## src/rtl/subservient_sram_pkg.sv

```systemverilog
// Shared types and constants for the subservient SRAM arbiter: FSM states and
// the byte-sequencer counter limits.
package subservient_sram_pkg;

  typedef enum logic [1:0] {
    IDLE  = 2'd0,
    WRITE = 2'd1,
    READ  = 2'd2,
    ACK   = 2'd3
  } state_e;

  localparam int         BYTES_PER_WORD = 4;
  localparam logic [2:0] WRITE_LAST_CNT = 3'd3;
  localparam logic [2:0] READ_LAST_CNT  = 3'd4;

endpackage

```

## src/rtl/subservient_sram_arb.sv

```systemverilog
// Round-robin arbiter that shares one byte-wide SRAM between two 32-bit
// Wishbone-classic masters, sequencing each word access as four byte accesses.
import subservient_sram_pkg::*;

module subservient_sram_arb #(
  parameter int memsize = 512,
  parameter int aw      = $clog2(memsize)
) (
  input  logic          i_clk,
  input  logic          i_rst_n,
  input  logic [31:0]   i_wb_m0_adr,
  input  logic [31:0]   i_wb_m0_dat,
  input  logic [3:0]    i_wb_m0_sel,
  input  logic          i_wb_m0_we,
  input  logic          i_wb_m0_stb,
  output logic [31:0]   o_wb_m0_rdt,
  output logic          o_wb_m0_ack,
  input  logic [31:0]   i_wb_m1_adr,
  input  logic [31:0]   i_wb_m1_dat,
  input  logic [3:0]    i_wb_m1_sel,
  input  logic          i_wb_m1_we,
  input  logic          i_wb_m1_stb,
  output logic [31:0]   o_wb_m1_rdt,
  output logic          o_wb_m1_ack,
  output logic [aw-1:0] o_sram_waddr,
  output logic [7:0]    o_sram_wdata,
  output logic          o_sram_wen,
  output logic [aw-1:0] o_sram_raddr,
  input  logic [7:0]    i_sram_rdata,
  output logic          o_busy
);

  state_e        state, state_nxt;
  logic [2:0]    cnt;
  logic          last_grant;
  logic          grant;
  logic [aw-3:0] adr_q;
  logic [31:0]   dat_q;
  logic [3:0]    sel_q;
  logic          we_q;
  logic [31:0]   rdt0_q, rdt1_q;
  logic          req_any, grant_nxt, grant_we;
  logic [1:0]    rd_lane;

  assign req_any   = i_wb_m0_stb | i_wb_m1_stb;
  // On a tie the master that was not served last wins.
  assign grant_nxt = (i_wb_m0_stb & i_wb_m1_stb) ? ~last_grant : i_wb_m1_stb;
  assign grant_we  = grant_nxt ? i_wb_m1_we : i_wb_m0_we;

  // NOTE: sequential state uses non-blocking assignments so every register
  // samples the pre-edge value of its neighbours.
  always_ff @(posedge i_clk or negedge i_rst_n) begin
    if (!i_rst_n) state <= IDLE;
    else          state <= state_nxt;
  end

  // NOTE: state_nxt gets its default first so no path through the case
  // leaves it unassigned and infers a latch.
  always_comb begin
    state_nxt = state;
    case (state)
      IDLE:    if (req_any) state_nxt = grant_we ? WRITE : READ;
      WRITE:   if (cnt == WRITE_LAST_CNT) state_nxt = ACK;
      READ:    if (cnt == READ_LAST_CNT) state_nxt = ACK;
      ACK:     state_nxt = IDLE;
      default: state_nxt = IDLE;
    endcase
  end

  always_ff @(posedge i_clk or negedge i_rst_n) begin
    if (!i_rst_n) begin
      cnt        <= 3'd0;
      last_grant <= 1'b1;
      grant      <= 1'b0;
      adr_q      <= '0;
      dat_q      <= 32'h0;
      sel_q      <= 4'h0;
      we_q       <= 1'b0;
    end else begin
      case (state)
        IDLE: if (req_any) begin
          grant      <= grant_nxt;
          last_grant <= grant_nxt;
          cnt        <= 3'd0;
          adr_q      <= grant_nxt ? i_wb_m1_adr[aw-1:2] : i_wb_m0_adr[aw-1:2];
          dat_q      <= grant_nxt ? i_wb_m1_dat : i_wb_m0_dat;
          sel_q      <= grant_nxt ? i_wb_m1_sel : i_wb_m0_sel;
          we_q       <= grant_we;
        end
        WRITE, READ: cnt <= cnt + 3'd1;
        default: ;
      endcase
    end
  end

  // Read data arrives one cycle behind its address, so count n fills lane n-1.
  assign rd_lane = cnt[1:0] - 2'd1;

  always_ff @(posedge i_clk or negedge i_rst_n) begin
    if (!i_rst_n) begin
      rdt0_q <= 32'h0;
      rdt1_q <= 32'h0;
    end else if (state == READ && cnt != 3'd0) begin
      if (grant) rdt1_q[{rd_lane, 3'b000} +: 8] <= i_sram_rdata;
      else       rdt0_q[{rd_lane, 3'b000} +: 8] <= i_sram_rdata;
    end
  end

  assign o_sram_waddr = {adr_q, cnt[1:0]};
  assign o_sram_raddr = {adr_q, cnt[1:0]};
  assign o_sram_wdata = dat_q[{cnt[1:0], 3'b000} +: 8];
  assign o_sram_wen   = (state == WRITE) & sel_q[cnt[1:0]];

  assign o_wb_m0_ack  = (state == ACK) & ~grant;
  assign o_wb_m1_ack  = (state == ACK) &  grant;
  assign o_wb_m0_rdt  = rdt0_q;
  assign o_wb_m1_rdt  = rdt1_q;
  assign o_busy       = (state != IDLE);

  // Word-aligned, aliasing address: the low two and high bits are don't-care.
  logic unused_adr_bits;
  assign unused_adr_bits = ^{i_wb_m0_adr[31:aw], i_wb_m0_adr[1:0],
                             i_wb_m1_adr[31:aw], i_wb_m1_adr[1:0], we_q};

endmodule

```

## config.mk

```make
export PLATFORM = sky130hd
export DESIGN_NAME = subservient_sram_arb
export DESIGN_NICKNAME = d
export VERILOG_FILES = /design/src/rtl/subservient_sram_pkg.sv /design/src/rtl/subservient_sram_arb.sv
export SDC_FILE = /design/constraint.sdc
export NUM_CORES = 1
export LEC_CHECK = 0
export CAP_MARGIN = 20
export CORE_ASPECT_RATIO = 1.25
export CORE_MARGIN = 4
export CORE_UTILIZATION = 39
export CTS_CLUSTER_SIZE = 10
export DETAILED_ROUTE_END_ITERATION = 12
export PLACE_DENSITY = 0.75
export RECOVER_POWER = 25
export SKIP_LAST_GASP = 1
export SYNTH_ARGS = -nofsm -noshare
export SYNTH_HDL_FRONTEND = slang
export SYNTH_SLANG_ARGS = --single-unit
```

## constraint.sdc

```tcl
create_clock -name i_clk -period 5.4 [get_ports i_clk]
set_input_delay 0.54 -clock i_clk [delete_from_list [all_inputs] [get_ports i_clk]]
set_output_delay 0.54 -clock i_clk [all_outputs]
set_load 0.05 [all_outputs]
```

# Word level (Yosys, flattened, before mapping)
# Index checks and enable logic that the tools add are counted.
[word_totals]
rom_bits = 0
latchBits = 0
n_memories = 0
in_bits = 150
register_bits = 114
ramBits = 0
[op_classes]
shift = 3
n_eq_ne = 8
bitwise_logic = 7
mul = 0
n_lt_le_gt_ge = 1
div = 0
add_sub_neg = 3
n_reduce_logical = 11
n_mux = 16
[ops]
columns = ["op", "n"]
rows = [
  ["bitwise mux 32 bit", 2],
  ["2-to-1 mux 32 bit", 1],
  ["variable shift 8 x 7 -> 32 bit (first input constant)", 1],
  ["indexed part select 32 x 6 -> 8 bit", 1],
  ["indexed part select 8 x 7 -> 32 bit", 1],
  ["2-to-1 mux 2 bit", 4],
  ["one-hot mux 2 bit (4 select lines)", 1],
  ["AND reduction 2 bit", 4],
  ["2-to-1 mux 7 bit", 1],
  ["negator 5 -> 7 bit", 1],
  ["inequality test 2 bit (second input constant)", 3],
  ["one-hot mux 3 bit (2 select lines)", 1],
  ["bitwise AND 1 bit", 4],
  ["equality test 2 bit (second input constant)", 2],
  ["2-to-1 mux 4 bit", 1],
  ["nonzero test 2 bit", 2],
  ["adder 3 x 1 -> 3 bit (second input constant)", 1],
  ["equality test 3 x 2 -> 1 bit (second input constant)", 1],
  ["equality test 3 bit (second input constant)", 1],
  ["< comparator 2 x 3 -> 1 bit (second input constant)", 1],
  ["2-to-1 mux 1 bit", 3],
  ["2-to-1 mux 3 bit", 1],
  ["AND reduction 3 bit", 1],
  ["nonzero test 3 bit", 1],
  ["other kinds (8)", 9],
]

# Depth between registers and ports, before layout
# Gate-level depths: netlist (run 1).
[depth]
depth_word = 6
ltp_mapped = 8
mapped_depth_nobuf = 5

# Worst setup path after synthesis (run 1)
# OpenSTA, ideal clock, no wires.
[synth_path]
path_type = "register -> register"
startpoint = "register cnt[1]"
endpoint = "register rdt0_q[0] (netlist: o_wb_m0_rdt[0])"
t_arrival_ns = 2.074
period_less_slack_ns = 2.195
path_buffers = 3
stages_incl_launch_ff = 9
setup_slack_ns = 3.205
required_ns = 5.279
path_cell_list = "dfrtp_1 > clkbuf_1 > inv_1 > ha_1 > and4_1 > buf_2 > and3_1 > buf_4 > a22o_1"
[synth_between]
elab_chain_cells = 4
word_cells_on_any_way = 8
classes_between = "add/sub (2); shift (2); mux (1); reduce/logical (3)"
[synth_lines]
columns = ["element", "line_no", "source"]
rows = [
  ["start: declaration", "subservient_sram_arb.sv:34", "logic [2:0] cnt;"],
  ["start signal: assignment", "subservient_sram_arb.sv:90", "WRITE, READ: cnt <= cnt + 3'd1;"],
  ["subtractor 2 x 1 -> 2 bit", "subservient_sram_arb.sv:97", "assign rd_lane = cnt[1:0] - 2'd1;"],
  ["negator 5 -> 7 bit", "subservient_sram_arb.sv:105", "else rdt0_q[{rd_lane, 3'b000} +: 8] <= i_sram_rdata;"],
  ["indexed part select 8 x 7 -> 32 bit or variable shift 8 x 7 -> 32 bit (tied branches)", "subservient_sram_arb.sv:105", ""],
  ["bitwise mux 32 bit", "subservient_sram_arb.sv:105", ""],
  ["end signal: indexed assignment", "subservient_sram_arb.sv:105", ""],
  ["end: declaration", "subservient_sram_arb.sv:41", "logic [31:0] rdt0_q, rdt1_q;"],
]
# Parallel ways exist; a longest one is shown, timed or not.
# A chain may end at the register's enable or synchronous reset.

==> results of run 1 <==
how the worst min path moves through the flow:
stage,end,slack (ns),cells past startpoint,startpoint
after floorplan,adr_q[0],0.24,0,i_rst_n
after global placement,dat_q[21],0.46,2,dat_q[21]
after detailed placement,dat_q[25],0.47,2,dat_q[25]
after CTS,o_wb_m0_rdt[6],0.31,1,i_rst_n
after global routing,dat_q[20],0.51,2,dat_q[20]
final,sel_q[3],0.48,2,sel_q[3]
layer usage:
layer | wire length (um) | share of wire | vias to the layer above
met5 | 0 | 0 | -
met4 | 163 | 0.011 | 0
met3 | 1300 | 0.092 | 17
met2 | 7180 | 0.51 | 190
met1 | 5550 | 0.39 | 1966
li1 | - | - | 1946
registers in the layout (all words and copies together) (netlist names):
signal       cells
o_wb_m1_rdt     32
sel_q            4
o_wb_m0_rdt     32
dat_q           32
last_grant       1
cnt              3
grant            1
state            2
adr_q            7
power groups by stage:
stage / combinational, mW / sequential, mW / clock, mW
finish: 3.12 / 1.55 / 1.06
global route: 3.32 / 1.60 / 1.13
CTS: 3.16 / 1.56 / 1.08
detailed placement: 3.15 / 1.57 / 0
global placement: 3.09 / 1.54 / 0
floorplan: 1.45 / 2.27 / 0
cells in the mapped netlist (all sizes together):
cell type    n
nand3        6
o2111ai      2
a21oi        1
a21boi       2
dfstp        1
or2          1
o2bb2ai      1
nand4        3
a21bo        1
a2bb2oi      1
mux4         9
dfrtp      113
nor2        24
a22o         9
mux2        48
o22ai        1
ha          12
and2         2
buf         30
inv         15
clkbuf       9
and4         2
or3b         2
nor2b        2
and3         1
nand2b      11
or2b         2
o21ai       45
mux2i       53
a31oi        1
nand2       52
cells by family (layout without fill, tap and decap cells):
logic type / count (synthesis) / in the layout / synth area share
flip-flops: 114 / 114 / 0.516
multiplexers: 110 / 110 / 0.230
AO/OA/AOI/OAI: 64 / 64 / 0.0712
AND/OR/NAND/NOR: 108 / 108 / 0.0988
buffers and inverters: 54 / 242 / 0.0572
adder cells (fa/ha/maj): 12 / 12 / 0.0271
through the flow:
step / total power [mW] / utilization / setup slack, ns
floorplan: 3.73 / - / 3.20
global placement: 4.63 / 0.538 / 2.38
detailed placement: 4.72 / 0.538 / 2.34
CTS: 5.80 / 0.579 / 1.91
global route: 6.05 / 0.578 / 0.918
finish: 5.73 / 0.578 / 1.77
cell type report:
cell class / instances / area (um^2) / area share
Inverter: 15 / 56.3 / 0.00702
Sequential cell: 114 / 2850 / 0.356
Multi-Input combinational cell: 294 / 2390 / 0.297
Clock buffer: 20 / 447 / 0.0557
Clock inverter: 11 / 114 / 0.0142
Tap cell: 175 / 219 / 0.0273
Timing Repair Buffer: 196 / 1950 / 0.243
==> results.md, run 1 <==
* DIE AREA at 0.0162 mm^2
* Layout Area Growth over Synthesis at 45.0%
* Leak pwr at 3.52 nW
* Ys Warns at 0
* Minimum clock period after layout at 3.63 ns
* R2r setup slk at 2.51 ns
* Vias in the first global route at 4438
* Avg Cell Area, Syn at 12.0 um^2
* CP max stage cell: clkbuf_1
* Status: finished, violations left
* Gr ovfl total at 0
* DR WL/cell at 17.2 um
* CP max stage delay at 2.64 ns
* Starting Density at 0.399
* IO buf count at 193
* Clock Sinks at 114
* Post-CTS Setup Inserts at 0
* Hold crit path type: reg2reg
* Req. time, crit path at 5.01 ns
* Largest area contributor in the netlist: dfrtp_1
* Comb power frac at 0.545
* Origin of the worst setup path: i_rst_n
* Post-Syn Area at 0.00554 mm^2
* Layout cells sized above 1 at 0.149
* Skew final at 0.00455 ns
* Via/cell ratio at 4.99
* Final setup violation count at 0
* Clk pwr share at 0.185
* Core Box Area at 0.0139 mm^2
* Fin. Hold Viols at 0
* Pwr dens at 714 mW/mm^2
* Most frequent cells in the layout: clkdlybuf4s50_1 (192), dfrtp_1 (113), mux2i_1 (53)
* Worst reg-to-reg path cell count at 5
* Met1 usage at 0.211
* Fill count at 1155
* Most used routing layer: met2
* Sequential share of power at 0.270
* Drt pass-1 iters at 4
* Mapped Nets at 624
* CP Buf/Inv Count at 1
* CTS max path bufs at 2
* Nets at 800
* Detailed router's first-iteration violation count at 147
* Clock Tree Root: clkbuf_16
* CP Capture Type: asynchronous set/reset pin
* Setup TNS at 0 ns
* Peak supply drop at 467 uV
* Worst R2R End: o_wb_m1_rdt[0]
* # hold bufs at CTS at 0
* Routability cong. at 0.791
* Placed cells at 794
* Hold WS at 0.479 ns
* Io pins at 244
* Fin. max-slew vios at 73
* Diode count at 0
* Worst slew margin at -1.56
* GR Layer Usage met2 at 0.313
* Cts repair resizes at 0
* Met3 usage at 0.0726
* First-pass GRT wire length at 23000 um
* Die height at 141 um
* Synth unique cells at 39
* DRT Wirelength at 14200 um
* Final std cells w/o fill at 825
* Placed cell area at 0.00747 mm^2
* Worst-Skew Late Latency at 0.40 ns
* Worst setup path end: sel_q[2]
* Initial antenna violation count at 0
* Register area share after synthesis at 0.516
* Max-cap violation count at 1
* Unrepaired setup endpoints after global routing: false
* Worst-Margin Slew at 3.84 ns
* Horiz. Die Dim at 115 um
* Post-route DRC at 0
* Synthesized instance count at 462
* Largest fanout on the critical path at 72
* Top post-synthesis cells by area: dfrtp_1 (51%), mux2i_1 (9.6%), mux2_2 (8.7%), mux4_2 (3.7%), nand2_1 (3.5%)
* CP Launch Type: input port
* CTS tree: done
* CTS buffer count at 17
* Site row count at 48
* Worst path depth at 1
* Yosys reg bits at 114
* Arrival @ worst endpoint at 3.25 ns
* RR Startpoint: cnt[0]
* Psw at 2.65 mW
* Total GRT Usage at 0.183
* Synth top area share at 0.511
* Clock-pin slew on the worst setup and hold paths at 0.05 ns
* FMAX at 275 MHz
* Pin count of the biggest net entering global routing at 88
* Commonest non-fill, non-tap cell in the layout: clkdlybuf4s50_1
* Critical path class: in2async
* Final ANT Viol Nets at 0
* Final critical-path share of the clock period at 0.673
* Sw Ratio at 0.463
* Delay-heaviest family, CP: buffers and inverters
* Hpwl dp at 10900 um
* Vias at 4119
* Failing checks: max-capacitance violations, max-slew violations
* CP cell instances: clkbuf_1
* H-tree depth at 4
* Fin area at 0.00803 mm^2
* Internal power at 3.08 mW
Note: power is estimated with default switching activity, not from simulation.
==> run 2: changes to the inputs <==
CORE_UTILIZATION = 38   (was 39)
PLACE_DENSITY = 0.77   (was 0.75)
clock period = 3.3 ns   (was 5.4 ns; I/O delays follow)
==> run 2 against run 1 <==
The flow now finishes without violations. Largest cell class unchanged. Largest power group unchanged. Flip-flop and latch count stayed put. Worst hold slack got worse by 0.00076 ns. Clock power is 71% higher. Highest routed layer unchanged. Final area rose by 1.4%.
==> results.md, run 2 (synthesis results as in run 1) <==
* DR WL/cell at 16.9 um
* CP Buf/Inv Count at 2
* Fin. Hold Viols at 0
* Psw at 4.41 mW
* CP cell instances: buf_4, mux4_2, clkdlybuf4s50_1
* IO buf count at 193
* Gr ovfl total at 0
* CP max stage delay at 0.72 ns
* RR Startpoint: cnt[0]
* Unrepaired setup endpoints after global routing: false
* Commonest non-fill, non-tap cell in the layout: clkdlybuf4s50_1
* Final ANT Viol Nets at 0
* Fill count at 1199
* Pwr dens at 1170 mW/mm^2
* Drt pass-1 iters at 4
* CTS max path bufs at 2
* Fin. max-slew vios at 0
* Setup TNS at 0 ns
* Minimum clock period after layout at 2.95 ns
* Skew final at 0.00825 ns
* Most frequent cells in the layout: clkdlybuf4s50_1 (192), dfrtp_1 (113), mux2i_1 (53)
* DRT Wirelength at 14100 um
* Sequential share of power at 0.259
* Final critical-path share of the clock period at 0.894
* Leak pwr at 3.57 nW
* CP max stage cell: clkdlybuf4s50_1
* Post-route DRC at 0
* Worst setup path end: o_sram_wdata[5]
* CP Capture Type: primary output
* R2r setup slk at 0.85 ns
* Clock Sinks at 114
* Pre-CTS setup slack at 0.734 ns
* Delay-heaviest family, CP: buffers and inverters
* Max-cap violation count at 0
* Sw Ratio at 0.464
* Site row count at 49
* Status: finished clean
* CP Launch Type: flip-flop
* Arrival @ worst endpoint at 2.62 ns
* CTS buffer count at 17
* Final setup violation count at 0
* Internal power at 5.10 mW
* Vias in the first global route at 4432
* Layout cells sized above 1 at 0.160
* Detailed router's first-iteration violation count at 194
* Peak supply drop at 838 uV
* Io pins at 244
* Req. time, crit path at 2.97 ns
* Nets at 805
* Pin count of the biggest net entering global routing at 79
* Hpwl dp at 10900 um
* Horiz. Die Dim at 116 um
* Origin of the worst setup path: cnt[0]
* DIE AREA at 0.0166 mm^2
* Starting Density at 0.386
* Worst R2R End: o_wb_m1_rdt[3]
* Comb power frac at 0.550
* First-pass GRT wire length at 22500 um
* Worst-Margin Slew at 1.36 ns
* Layout Area Growth over Synthesis at 47.0%
* Diode count at 0
* Worst slew margin at 0.0912
* Hold WS at 0.478 ns
* Largest fanout on the critical path at 12
* Post-route setup slack at 0.350 ns
* Die height at 143 um
* H-tree depth at 4
* Worst path depth at 3
* Clk pwr share at 0.191
* CTS tree: done
* Vias at 4109
* Worst-Skew Late Latency at 0.40 ns
* Clock-pin slew on the worst setup and hold paths at 0.05 ns
* FMAX at 339 MHz
* Total GRT Usage at 0.174
* Critical path class: reg2out
* Hold crit path type: reg2reg
* Worst reg-to-reg path cell count at 5
* Via/cell ratio at 4.93
* Cts repair resizes at 0
* Initial antenna violation count at 0
* Clock Tree Root: clkbuf_16
* Core Box Area at 0.0143 mm^2
* Routability cong. at 0.784
==> run 2: power by group through the flow <==
stage / Combinational, mW / Clock [mW] / Sequential, mW
after floorplan: 2.38 / 0 / 3.72
after global placement: 5.16 / 0 / 2.44
after detailed placement: 5.27 / 0 / 2.50
after CTS: 5.29 / 1.85 / 2.48
after global routing: 5.55 / 1.92 / 2.55
final: 5.23 / 1.81 / 2.47
==> run 2: worst min path at each step <==
stage,startpoint,end,slack (ns),cells after the start
floorplan,i_rst_n,adr_q[0],0.03,0
global placement,i_rst_n,o_wb_m0_rdt[6],0.40,1
detailed placement,i_rst_n,o_wb_m0_rdt[6],0.42,1
CTS,dat_q[24],dat_q[24],0.48,2
global route,dat_q[5],dat_q[5],0.50,2
finish,dat_q[15],dat_q[15],0.48,2
==> run 2: worst reg2reg max path: stages (launching register included) <==
cell,delay (ns)
dfrtp_1,0.64
inv_1,0.20
ha_1,0.26
nand2b_1,0.43
and4_1,0.59
mux2i_1,0.26
==> run 2: repair_timing <==
action | 4_1_cts | 5_1_grt
setup buffers | 0 | 0
endpoints found under the hold margin | 33 | 0
hold buffers | 1 | 0
==> run 2: cell type report <==
cell class	instances	area (um^2)	area share
clock buffers	18	439	0.0540
clock inverters	14	153	0.0188
inverters	15	56.3	0.00692
multi-input cells	294	2390	0.293
flip-flops and latches	114	2850	0.351
well taps	178	223	0.0274
repair buffers	201	2030	0.249
==> run 2: per-layer routing <==
layer | GRT usage | share of wire | vias to the layer above
met2 | 0.304 | 0.51 | 161
li1 | - | - | 1956
met1 | 0.199 | 0.40 | 1969
met4 | 0.0654 | 0.023 | 0
met5 | 0 | 0 | -
met3 | 0.0551 | 0.073 | 23
==> run 2: stage by stage <==
stage	total power, mW	cells	util	area (um^2)
6_report	9.51	834	0.567	8140
5_1_grt	10.0	834	0.567	8140
2_1_floorplan	6.10	462	-	5540
4_1_cts	9.62	834	0.568	8140
3_3_place_gp	7.60	801	0.526	7540
3_5_place_dp	7.77	801	0.526	7540
==> run 3: changes to the inputs <==
ABC_CLOCK_PERIOD_IN_PS = 3300   (was unset)
CTS_CLUSTER_SIZE = 12   (was 10)
==> results of run 3 <==
Same layout as run 2: the final DEF is identical, and so are final timing and power.
